**config.mk**
```make
export PLATFORM = sky130hd
export DESIGN_NAME = mem_bus_responder
export DESIGN_NICKNAME = d
export VERILOG_FILES = /design/src/rtl/mem_bus_pkg.sv /design/src/rtl/wait_state_counter.sv /design/src/rtl/mem_bus_responder.sv
export SDC_FILE = /design/constraint.sdc
export NUM_CORES = 1
export LEC_CHECK = 0
export CAP_MARGIN = 5
export CORE_ASPECT_RATIO = 0.9
export CORE_MARGIN = 2
export CORE_UTILIZATION = 48
export CTS_CLUSTER_DIAMETER = 100
export DETAILED_ROUTE_END_ITERATION = 16
export HOLD_SLACK_MARGIN = 0.02
export PLACE_DENSITY = 0.84
export SLEW_MARGIN = 20
export SYNTH_ARGS = -nofsm -noshare
export SYNTH_HDL_FRONTEND = slang
export SYNTH_SLANG_ARGS = --single-unit
```
**constraint.sdc**
```tcl
create_clock -name clk -period 2.9 [get_ports clk]
set_clock_uncertainty 0.05 [all_clocks]
set_input_delay 0.87 -clock clk [delete_from_list [all_inputs] [get_ports clk]]
set_output_delay 0.87 -clock clk [all_outputs]
set_load 0.05 [all_outputs]
```
**src/rtl/mem_bus_pkg.sv**
```systemverilog
// Shared types and address-map constants for the CPU external memory bus target.
package mem_bus_pkg;

  typedef enum logic [1:0] {
    REG_ROM,
    REG_RAM,
    REG_IO
  } region_e;

  typedef enum logic [1:0] {
    S_IDLE,
    S_WAIT,
    S_READY,
    S_ABORT
  } state_e;

  // Wait-state counter geometry.
  localparam int unsigned CNT_W   = 4;
  localparam int unsigned CNT_MAX = 15;

  // Address map: the region is decided by the top three address bits.
  localparam int unsigned DECODE_MSB = 15;
  localparam int unsigned DECODE_LSB = 13;
  localparam logic [15:0] RAM_BASE   = 16'h8000;
  localparam logic [15:0] IO_BASE    = 16'hE000;

  // Active-low select vector ordered {io, ram, rom}; all high means nothing selected.
  localparam logic [2:0] SEL_NONE = 3'b111;

  // Region of a CPU address; IO sits above RAM, which sits above ROM.
  function automatic region_e decode_region(input logic [15:0] a);
    if (a[DECODE_MSB:DECODE_LSB] >= IO_BASE[DECODE_MSB:DECODE_LSB]) begin
      return REG_IO;
    end else if (a[DECODE_MSB:DECODE_LSB] >= RAM_BASE[DECODE_MSB:DECODE_LSB]) begin
      return REG_RAM;
    end
    return REG_ROM;
  endfunction

  // Active-low one-hot select pattern for a region.
  function automatic logic [2:0] sel_n_of(input region_e r);
    case (r)
      REG_ROM: return 3'b110;
      REG_RAM: return 3'b101;
      REG_IO:  return 3'b011;
      default: return SEL_NONE;
    endcase
  endfunction

endpackage

```
**src/rtl/wait_state_counter.sv**
```systemverilog
// Loadable down-counter for bus wait states; flags the last wait tick.
module wait_state_counter
  import mem_bus_pkg::*;
(
  input  logic             clk,
  input  logic             n_rst,
  input  logic             load_i,
  input  logic [CNT_W-1:0] load_val_i,
  input  logic             dec_i,
  output logic             last_o
);

  logic [CNT_W-1:0] cnt_q;

  // Load has priority over decrement; the count saturates at zero instead of wrapping.
  // NOTE: state registers use non-blocking (<=) so every flop samples pre-edge values.
  always_ff @(posedge clk or negedge n_rst) begin
    if (!n_rst) begin
      cnt_q <= '0;
    end else if (load_i) begin
      cnt_q <= load_val_i;
    end else if (dec_i && (cnt_q != '0)) begin
      cnt_q <= cnt_q - 1'b1;
    end
  end

  assign last_o = (cnt_q == CNT_W'(1));

endmodule

```
**src/rtl/mem_bus_responder.sv**
```systemverilog
// Target side of the CPU external memory bus: region decode, wait states,
// registered read data and a single write commit per bus cycle.
module mem_bus_responder
  import mem_bus_pkg::*;
#(
  parameter int unsigned ROM_WAIT = 1,
  parameter int unsigned RAM_WAIT = 0,
  parameter int unsigned IO_WAIT  = 3
) (
  input  logic        clk,
  input  logic        n_rst,
  input  logic [15:0] addr,
  input  logic        n_oe_mem,
  input  logic        n_we_mem,
  input  logic [7:0]  d_from_cpu,
  output logic [7:0]  d_to_cpu,
  output logic        d_to_cpu_oe,
  output logic        n_mem_rdy,
  output logic [15:0] dev_addr,
  output logic [7:0]  dev_wdata,
  input  logic [7:0]  dev_rdata,
  output logic        n_sel_rom,
  output logic        n_sel_ram,
  output logic        n_sel_io,
  output logic        dev_n_oe,
  output logic        dev_n_we,
  output logic        bus_err
);

  // A wait count that does not fit the 4-bit counter is a configuration error.
  if ((ROM_WAIT > CNT_MAX) || (RAM_WAIT > CNT_MAX) || (IO_WAIT > CNT_MAX)) begin : g_bad_wait
    $error("mem_bus_responder: wait-state parameter exceeds 15");
  end

  localparam logic [CNT_W-1:0] ROM_N = ROM_WAIT[CNT_W-1:0];
  localparam logic [CNT_W-1:0] RAM_N = RAM_WAIT[CNT_W-1:0];
  localparam logic [CNT_W-1:0] IO_N  = IO_WAIT[CNT_W-1:0];

  state_e      state_q;
  region_e     region_q;
  logic        is_wr_q;
  logic [15:0] addr_q;
  logic [7:0]  wdata_q;
  logic [7:0]  rdata_q;
  logic        rdata_oe_q;
  logic        rdy_n_q;
  logic [2:0]  sel_n_q;
  logic        oe_n_q;
  logic        we_n_q;
  logic        err_q;

  logic             req;
  logic             wr_d;
  logic             both_d;
  region_e          region_d;
  logic [CNT_W-1:0] wait_d;
  logic             cnt_last;
  logic             cnt_load;
  logic             cnt_dec;
  logic             enter_ready;
  logic             entry_wr;
  logic             entry_rom;

  // Decode the live strobes and address into request, direction, region and wait count.
  // NOTE: every always_comb output gets a default first so no path can infer a latch.
  always_comb begin
    req      = ~n_oe_mem | ~n_we_mem;
    wr_d     = ~n_we_mem;
    both_d   = ~n_oe_mem & ~n_we_mem;
    region_d = decode_region(addr);
    wait_d   = '0;
    case (region_d)
      REG_ROM: wait_d = ROM_N;
      REG_RAM: wait_d = RAM_N;
      REG_IO:  wait_d = IO_N;
      default: wait_d = '0;
    endcase
  end

  // Work out when READY is entered and which cycle attributes apply on that edge.
  always_comb begin
    enter_ready = ((state_q == S_IDLE) && req && (wait_d == '0)) ||
                  ((state_q == S_WAIT) && req && cnt_last);
    entry_wr    = (state_q == S_IDLE) ? wr_d : is_wr_q;
    entry_rom   = (state_q == S_IDLE) ? (region_d == REG_ROM) : (region_q == REG_ROM);
    cnt_load    = (state_q == S_IDLE) && req;
    cnt_dec     = (state_q == S_WAIT) && req && !cnt_last;
  end

  wait_state_counter u_wait_cnt (
    .clk        (clk),
    .n_rst      (n_rst),
    .load_i     (cnt_load),
    .load_val_i (wait_d),
    .dec_i      (cnt_dec),
    .last_o     (cnt_last)
  );

  // Bus-cycle FSM with all CPU- and device-facing outputs registered.
  always_ff @(posedge clk or negedge n_rst) begin
    if (!n_rst) begin
      state_q    <= S_IDLE;
      region_q   <= REG_ROM;
      is_wr_q    <= 1'b0;
      addr_q     <= '0;
      wdata_q    <= '0;
      rdata_q    <= '0;
      rdata_oe_q <= 1'b0;
      rdy_n_q    <= 1'b1;
      sel_n_q    <= SEL_NONE;
      oe_n_q     <= 1'b1;
      we_n_q     <= 1'b1;
      err_q      <= 1'b0;
    end else begin
      // Write pulse and error flag are single-cycle unless re-armed below.
      we_n_q <= 1'b1;
      err_q  <= 1'b0;

      case (state_q)
        S_IDLE: begin
          if (req) begin
            addr_q   <= addr;
            wdata_q  <= d_from_cpu;
            region_q <= region_d;
            is_wr_q  <= wr_d;
            err_q    <= both_d | (wr_d & (region_d == REG_ROM));
            sel_n_q  <= sel_n_of(region_d);
            oe_n_q   <= wr_d;
            state_q  <= (wait_d == '0) ? S_READY : S_WAIT;
          end
        end
        S_WAIT: begin
          if (!req) begin
            state_q <= S_ABORT;
            sel_n_q <= SEL_NONE;
            oe_n_q  <= 1'b1;
          end else if (cnt_last) begin
            state_q <= S_READY;
          end
        end
        S_READY: begin
          if (!req) begin
            state_q    <= S_IDLE;
            rdy_n_q    <= 1'b1;
            rdata_oe_q <= 1'b0;
            sel_n_q    <= SEL_NONE;
            oe_n_q     <= 1'b1;
          end
        end
        S_ABORT: begin
          state_q <= S_IDLE;
        end
        default: begin
          state_q <= S_IDLE;
        end
      endcase

      // Completion: capture read data, or commit the write once (never to ROM).
      if (enter_ready) begin
        rdy_n_q <= 1'b0;
        if (!entry_wr) begin
          rdata_q    <= dev_rdata;
          rdata_oe_q <= 1'b1;
        end else if (!entry_rom) begin
          we_n_q <= 1'b0;
        end
      end
    end
  end

  assign d_to_cpu    = rdata_q;
  assign d_to_cpu_oe = rdata_oe_q;
  assign n_mem_rdy   = rdy_n_q;
  assign dev_addr    = addr_q;
  assign dev_wdata   = wdata_q;
  assign {n_sel_io, n_sel_ram, n_sel_rom} = sel_n_q;
  assign dev_n_oe    = oe_n_q;
  assign dev_n_we    = we_n_q;
  assign bus_err     = err_q;

endmodule

```
Word-level counts from Yosys, hierarchy flattened
Cells that the tools add are included.
{ "classes": {"n_addsub": 1, "order_cmp": 2, "eq_ne": 11, "n_mux": 34, "n_bitwise": 7, "reduce_logical": 22} }
{ "op_table": {"columns": ["op", "count"], "rows": [
  ["2-to-1 mux 1 bit", 17],
  ["2-to-1 mux 2 bit", 8],
  ["one-hot mux 3 bit (3 select lines)", 1],
  ["2-to-1 mux 4 bit", 2],
  ["one-hot mux 2 bit (4 select lines)", 1],
  ["== test 2 bit (second input constant)", 3],
  ["greater-or-equal comparator 3 bit (second input constant)", 2],
  ["logical AND 1 bit", 6],
  ["zero test 2 bit", 3],
  ["2-to-1 mux 3 bit", 2],
  ["inequality test 2 bit (second input constant)", 3],
  ["one-hot mux 3 bit (2 select lines)", 1],
  ["AND reduction 2 bit", 3],
  ["AND reduction 3 bit", 2],
  ["nonzero test 2 bit", 3],
  ["== test 2 x 1 -> 1 bit (second input constant)", 2],
  ["== test 4 x 1 -> 1 bit (second input constant)", 1],
  ["zero test 4 bit", 1],
  ["one-hot mux 2 bit (2 select lines)", 1],
  ["nonzero test 4 bit", 1],
  ["subtractor 4 x 1 -> 4 bit (second input constant)", 1],
  ["inequality test 3 bit (second input constant)", 1],
  ["inverter 1 bit", 3],
  ["AND 1 bit", 2],
  ["6 further kinds", 7]
]} }
{ "totals": {"regBits": 49, "in_bits": 36, "out_inout_bits": 40, "elab_cells": 90} }

Longest topological paths before layout
Gate-level depths: netlist of the first run.
{ "depth": {"word_depth": 11, "depth_mapped": 8, "depth_no_buf": 6} }

Modules after synthesis
Synthesis of the first run repeated with hierarchy kept, for this count alone.
{ "hier_totals": {"cells_unflattened": 245, "area_unflattened_um2": 2322.2} }
{ "modules_own_cells": {"columns": ["mod", "instances", "cells_each", "area_per_inst_um2", "seq_area_each_um2"], "rows": [
  ["mem_bus_responder", 1, 216, 2039.5, 1133.6],
  ["wait_state_counter", 1, 29, 282.8, 100.1]
]} }

Worst setup path after synthesis of the first run
No wires, ideal clock.
{ "synth_timing": {"kind": "input-to-reg", "startpoint": "in addr[15]", "endpoint": "reg rdata_q[0], in the netlist d_to_cpu[0]", "setup_ns": 0.125, "t_arrival_ns": 1.829, "required_ns": 2.725, "slack_ns": 0.896, "cell_stages": 5, "path_buffers": 1, "path_cell_list": "a21boi_2 -> a32o_1 -> nor2b_4 -> buf_6 -> mux2_4"} }
{ "synth_between": {"elab_chain_cells": 10, "elab_cells_between_ends": 13, "classes_between": "order compare (2); eq/ne (1); mux (5); reduce/logical (5)"} }
{ "synth_rtl": {"columns": ["item", "line_no", "text"], "rows": [
  ["start: declaration", "mem_bus_responder.sv:12", "input logic [15:0] addr,"],
  ["greater-or-equal comparator 3 bit", "mem_bus_pkg.sv:34", "end else if (a[DECODE_MSB:DECODE_LSB] >= RAM_BASE[DECODE_MSB:DECODE_LSB]) begin"],
  ["2-to-1 mux 1 bit", "mem_bus_pkg.sv:34", null],
  ["2-to-1 mux 1 bit", "mem_bus_pkg.sv:32", "if (a[DECODE_MSB:DECODE_LSB] >= IO_BASE[DECODE_MSB:DECODE_LSB]) begin"],
  ["2-to-1 mux 2 bit (*)", "mem_bus_pkg.sv:37", "return REG_ROM;"],
  ["== test 2 bit or zero test 2 bit (tied branches)", "mem_bus_responder.sv:72", "case (region_d)"],
  ["one-hot mux 2 bit (2 select lines) (*)", "mem_bus_responder.sv:72", null],
  ["zero test 4 bit (*)", "mem_bus_responder.sv:82", "enter_ready = ((state_q == S_IDLE) && req && (wait_d == '0)) ||"],
  ["logical AND 1 bit (*)", "mem_bus_responder.sv:82", null],
  ["logical OR 1 bit (*)", "mem_bus_responder.sv:82", null],
  ["AND reduction 2 bit (no source line) (*)", null, null],
  ["end signal: assignment", "mem_bus_responder.sv:162", "rdata_q <= dev_rdata;"],
  ["end: declaration", "mem_bus_responder.sv:44", "logic [7:0] rdata_q;"]
]} }
Mark *: on every way between the ends. The rest lies on a longest branch, timed or not.
A chain may end at the register's enable or synchronous reset.

Final worst setup path of the first run
{ "layout_timing": {"startpoint": "reg sel_n_q[2]", "endpoint": "out n_sel_io"} }
{ "layout_lines": {"columns": ["item", "line_no", "text"], "rows": [
  ["start: declaration", "mem_bus_responder.sv:47", "logic [2:0] sel_n_q;"],
  ["start signal: assignment", "mem_bus_responder.sv:127", "sel_n_q <= sel_n_of(region_d);"],
  ["end: declaration", "mem_bus_responder.sv:24", "output logic n_sel_io,"]
]} }
No word-level cell between the ends.

==> impl_metrics.tcl, run 1 <==
set metrics [dict create \
    synth-edff-count 0 \
    synth_commonest_cells "nand2_1 (84), dfrtp_1 (43), mux2_4 (8)" \
    clk_latency_ps 300 \
    cts_tree "done" \
    place_congestion 0.835 \
    syn-cell-area_um2 2180 \
    hold_viol_final 0 \
    first_pass_iters 4 \
    totalWireLength_um 4670 \
    layout.nets 336 \
    peakVddDrop_mv 0.703 \
    setup_violations 0 \
    drc 0 \
    rows 23 \
    num-fill-cells 336 \
    n_antenna_cell 0 \
    synth.most_common_cell "nand2_1" \
    cp_num_cells 1 \
    setup_tns_ps 0 \
    hp-class "reg2reg" \
    start_util_pct 49.6 \
    endpoint_kind "output port" \
    synthFlopType "dfrtp_1" \
    cp.required_ps 1980 \
    detailed_place_hpwl_um 3450 \
    grt_util_all_layers_pct 19.9 \
    postCtsSetupBuffers 0 \
    synth_area_leader_cell "dfrtp_1" \
    routedWlPerCell_um 13.1 \
    syn_nets 257 \
    synth_area_leaders "dfrtp_1 (49%), nand2_1 (14%), dfstp_2 (7.2%), mux2_4 (5.5%), ha_1 (4.0%)" \
    ys_seq_area_share_pct 56.5 \
    worst-path-buf-inv 1 \
    grt_pass1_vias 1591 \
    syn_to_final_growth_pct 41.8 \
    layout-drive-gt1-share_pct 12.6 \
    antenna_found_initial 0 \
    ys_types 42 \
    maxCapViolations 0 \
    grt_overflow 0 \
    yosysTopAreaCellShare_pct 49.3 \
    period_share_pct 88.9 \
    cts-root-buf "clkbuf_8" \
    pre_cts_ws_ps 144 \
    powerDensity_nw_per_um2 1330 \
    die_w_um 75.1 \
    clk_path_buf_depth 2 \
    drt_iter0_markers 92 \
    core_area_um2 4400 \
    ys_async_sr_fraction_pct 100 \
    avgViaCountPerCell 4.90 \
    io_pins 76 \
    setup_slack_ps 322 \
    arrival_ps 1660 \
    max_freq_mhz 388 \
    status "finished, final reports clean" \
    path_clk_slew_ps 90 \
    crit_type "reg2out" \
    vias 1744 \
    hold_path_depth 2 \
    grt_setup_unrepaired "false" \
    die_h_um 68 \
    cts.sinks 49 \
    crit_path_max_incr_delay_ps 810 \
    synth.avg_cell_area_um2 10.2 \
    worst_pin_slew_ps 601 \
    leakage_uw 0.00145 \
    cts.repair.resized 0 \
    slew_headroom_pct 60.0 \
    h-tree-depth 2 \
    startpoint_type "flop" \
    layout_min_cycle_time_ps 2580 \
    path_max_fanout 3 \
    r2r_cells 6 \
    synth-seq-cells 49 \
    yosys_warnings 0 \
    grt_pass1_wl_um 7440 \
    cp_top_family "buffers and inverters" \
    syn_inst 214 \
    path_cells "clkdlybuf4s50_1" \
    slew_viol_final 0 \
    cp_slowest_cell "clkdlybuf4s50_1" \
    ant_nets 0 \
    numCtsBuffers 5 \
    hold_buffers 0 \
    dieArea_um2 5110 \
    port_buffers 75 \
    grt_max_degree 30 \
]
## logic make-up (layout without fill, tap and decap cells)
logic type | after synthesis | count (layout) | synth area share (%)
mux | 11 | 11 | 7.04
flops | 49 | 49 | 56.5
buf+inv | 15 | 95 | 2.98
compound gates | 30 | 30 | 9.51
simple gates | 101 | 101 | 19.6
xor+xnor | 1 | 1 | 0.401
fa+ha+maj | 7 | 7 | 4.01
## state kept, by name (all words and copies together), names as in the netlist
name / flops
bus_err: 1
dev_n_we: 1
n_mem_rdy: 1
dev_addr: 16
state_q: 2
sel_n_q: 3
dev_n_oe: 1
dev_wdata: 8
is_wr_q: 1
region_q: 2
d_to_cpu: 8
d_to_cpu_oe: 1
u_wait_cnt.cnt_q: 4
## metal layers
| metal | up-vias | share of wire [%] | track usage (%) | routed length (µm) |
|---|---|---|---|---|
| li1 | 856 | - | - | - |
| met1 | 816 | 45 | 26.8 | 2120 |
| met2 | 66 | 43 | 28.7 | 2020 |
| met3 | 6 | 10 | 8.98 | 479 |
| met4 | 0 | 1.2 | 6.70 | 55 |
| met5 | - | 0 | 0 | 0 |
## placed cells by master, fill, tap and decap left out, types with 2 or more instances in the layout
master,n
a21boi_2,2
a21o_1,2
a21oi_1,3
buf_4,5
clkbuf_8,5
clkdlybuf4s50_1,74
dfrtp_1,43
dfstp_2,6
ha_1,7
inv_1,7
mux2_2,3
mux2_4,8
nand2_1,84
nor2_1,3
o211ai_1,2
o21ai_0,7
o21bai_1,2
o22ai_1,2
o311ai_0,2
or3_1,2
## final timing paths
check                             start           end  slack, ps
setup / recovery             sel_n_q[2]      n_sel_io        320
hold / removal             dev_addr[12]  dev_addr[12]        430
setup reg to reg             state_q[0]   d_to_cpu[6]        650
hold reg to reg            dev_addr[12]  dev_addr[12]        430
max in group asynchronous         n_rst     n_mem_rdy       1640
min in group asynchronous         n_rst   dev_addr[0]        520
## per-stage QoR
step | std cells | total power [µW] | utilization, % | cell area [µm²] | hold WS [ps]
6_report | 356 | 4110 | 70.3 | 3100 | 428
5_1_grt | 356 | 4370 | 70.3 | 3100 | 457
3_3_place_gp | 348 | 3690 | 68.4 | 3010 | 407
2_1_floorplan | 214 | 2940 | - | 2180 | 391
3_5_place_dp | 348 | 3740 | 68.4 | 3010 | 411
4_1_cts | 356 | 4140 | 70.3 | 3100 | 432
## final cells by class
| type | instances | area (µm²) | share of cell area, % |
|---|---|---|---|
| clock buffer | 6 | 72.6 | 2.34 |
| timing repair buffer | 80 | 783 | 25.3 |
| multi-input combinational | 150 | 890 | 28.7 |
| clock inverter | 2 | 13.8 | 0.444 |
| tap | 62 | 77.6 | 2.51 |
| inverter | 7 | 26.3 | 0.848 |
| sequential | 49 | 1230 | 39.8 |
## power breakdown
part / internal, µW / switching [µW]
registers: 1030 / 184
clock network: 172 / 221
logic: 905 / 1600
(Power assumes the default switching activity.)
==> inputs of run 2 (changes only) <==
- ABC_CLOCK_PERIOD_IN_PS: unset -> 2900
==> results of run 2 <==
No change in the layout: final DEF, timing and power equal those of run 1.
==> inputs of run 3 (changes only) <==
- CORE_UTILIZATION: 48 -> 45
- GPL_TIMING_DRIVEN: unset -> 0
- PLACE_DENSITY: 0.84 -> 0.8
==> impl_metrics.tcl, run 3 (synthesis results as in run 1) <==
set metrics [dict create \
    status "finished, final reports clean" \
    cp_top_family "buffers and inverters" \
    cts-root-buf "clkbuf_8" \
    layout_min_cycle_time_ps 2560 \
    power_uw 4200 \
    avgViaCountPerCell 4.83 \
    ant_nets 0 \
    worst-path-buf-inv 1 \
    hold_path_depth 2 \
    cp_num_cells 1 \
    setup_violations 0 \
    die_w_um 77.4 \
    h-tree-depth 2 \
    period_share_pct 88.2 \
    layout.nets 340 \
    grt_util_all_layers_pct 18.9 \
    place_congestion 0.820 \
    numCtsBuffers 5 \
    maxCapViolations 0 \
    grt_pass1_vias 1797 \
    drc 0 \
    antenna_found_initial 0 \
    n_antenna_cell 0 \
    io_pins 76 \
    fin_area_um2 3140 \
    grt_overflow 0 \
    largest_reg_flops 16 \
    crit_path_max_incr_delay_ps 790 \
    syn_to_final_growth_pct 43.9 \
    die_h_um 70.1 \
    leakage_uw 0.00146 \
    max_freq_mhz 391 \
    cp_slowest_cell "clkdlybuf4s50_1" \
    start_util_pct 45.8 \
    worst_pin_slew_ps 519 \
    setup_tns_ps 0 \
    arrival_ps 1640 \
    layout-drive-gt1-share_pct 11.4 \
    grt_pass1_wl_um 8210 \
    final_cell_mix "nand2_1 (84), clkdlybuf4s50_1 (74), dfrtp_1 (43), mux2_4 (8)" \
    totalWireLength_um 4720 \
    path_max_fanout 3 \
    first_pass_iters 4 \
    hp-class "reg2reg" \
    slew_viol_final 0 \
    endpoint_kind "output port" \
    path_clk_slew_ps 90 \
    r2r_cells 8 \
    crit_type "reg2out" \
    port_buffers 75 \
    postCtsSetupBuffers 0 \
    clk_latency_ps 290 \
    path_cells "clkdlybuf4s50_1" \
    cts.sinks 49 \
    startpoint_type "flop" \
    grt_max_degree 29 \
    num-fill-cells 390 \
    core_area_um2 4770 \
    cp.required_ps 1980 \
    rows 24 \
    holdWs_ps 425 \
    drt_iter0_markers 63 \
    final_common_cell "nand2_1" \
    cts.repair.resized 0 \
    cts_tree "done" \
    hold_viol_final 0 \
    grt_setup_unrepaired "false" \
    slew_headroom_pct 65.3 \
    clk_path_buf_depth 2 \
    hold_buffers 0 \
    vias 1754 \
    peakVddDrop_mv 0.671 \
    detailed_place_hpwl_um 3570 \
    placed_area_um2 3030 \
    routedWlPerCell_um 13.0 \
    dieArea_um2 5430 \
    powerDensity_nw_per_um2 1340 \
]
## run 3: power by group
group,leakage (µW),internal [µW],switching (µW),total (µW)
Sequential,0.000590,1030,176,1210
Clock,0.0000554,259,222,481
Combinational,0.000815,911,1600,2520
## run 3: layout make-up
cell class / count / area (µm²) / share of cell area (%)
multi-input combinational: 150 / 886 / 28.2
clock inverter: 2 / 38.8 / 1.23
tap: 65 / 81.3 / 2.59
clock buffer: 6 / 72.6 / 2.31
inverter: 7 / 26.3 / 0.836
buffer: 8 / 38.8 / 1.23
timing repair buffer: 76 / 766 / 24.4
sequential: 49 / 1230 / 39.3
## run 3: stage by stage
stage | std cells | setup slack (ps) | util (%)
floorplan | 214 | 896 | -
global placement | 354 | -520 | 63.2
detailed placement | 355 | 64.0 | 63.5
CTS | 363 | 327 | 65.8
global route | 363 | 286 | 65.8
finish | 363 | 342 | 65.8
## run 3: final timing paths
| path | start | to | slack, ps |
|---|---|---|---|
| max reg2reg | state_q[1] | d_to_cpu[5] | 920 |
| max in group asynchronous | n_rst | sel_n_q[1] | 1730 |
| max | sel_n_q[0] | n_sel_rom | 340 |
| min | dev_wdata[0] | dev_wdata[0] | 420 |
| min reg2reg | dev_wdata[0] | dev_wdata[0] | 420 |
| min in group asynchronous | n_rst | d_to_cpu[1] | 480 |
## run 3: layer usage
layer / global-route usage, % / vias to the layer above / share of wire (%)
li1: - / 866 / -
met5: 0 / - / 0
met2: 30.7 / 52 / 48
met4: 4.96 / 0 / 0.85
met1: 24.4 / 829 / 44
met3: 6.33 / 7 / 7.2
## run 3: worst reg2reg max path: stages (launching register included)
cell and delay, ps:
dfrtp_1 410, inv_1 110, ha_1 170, clkbuf_1 320, nand2b_1 180, o21ai_2 130
nor2b_4 60, buf_6 150, mux2_4 300
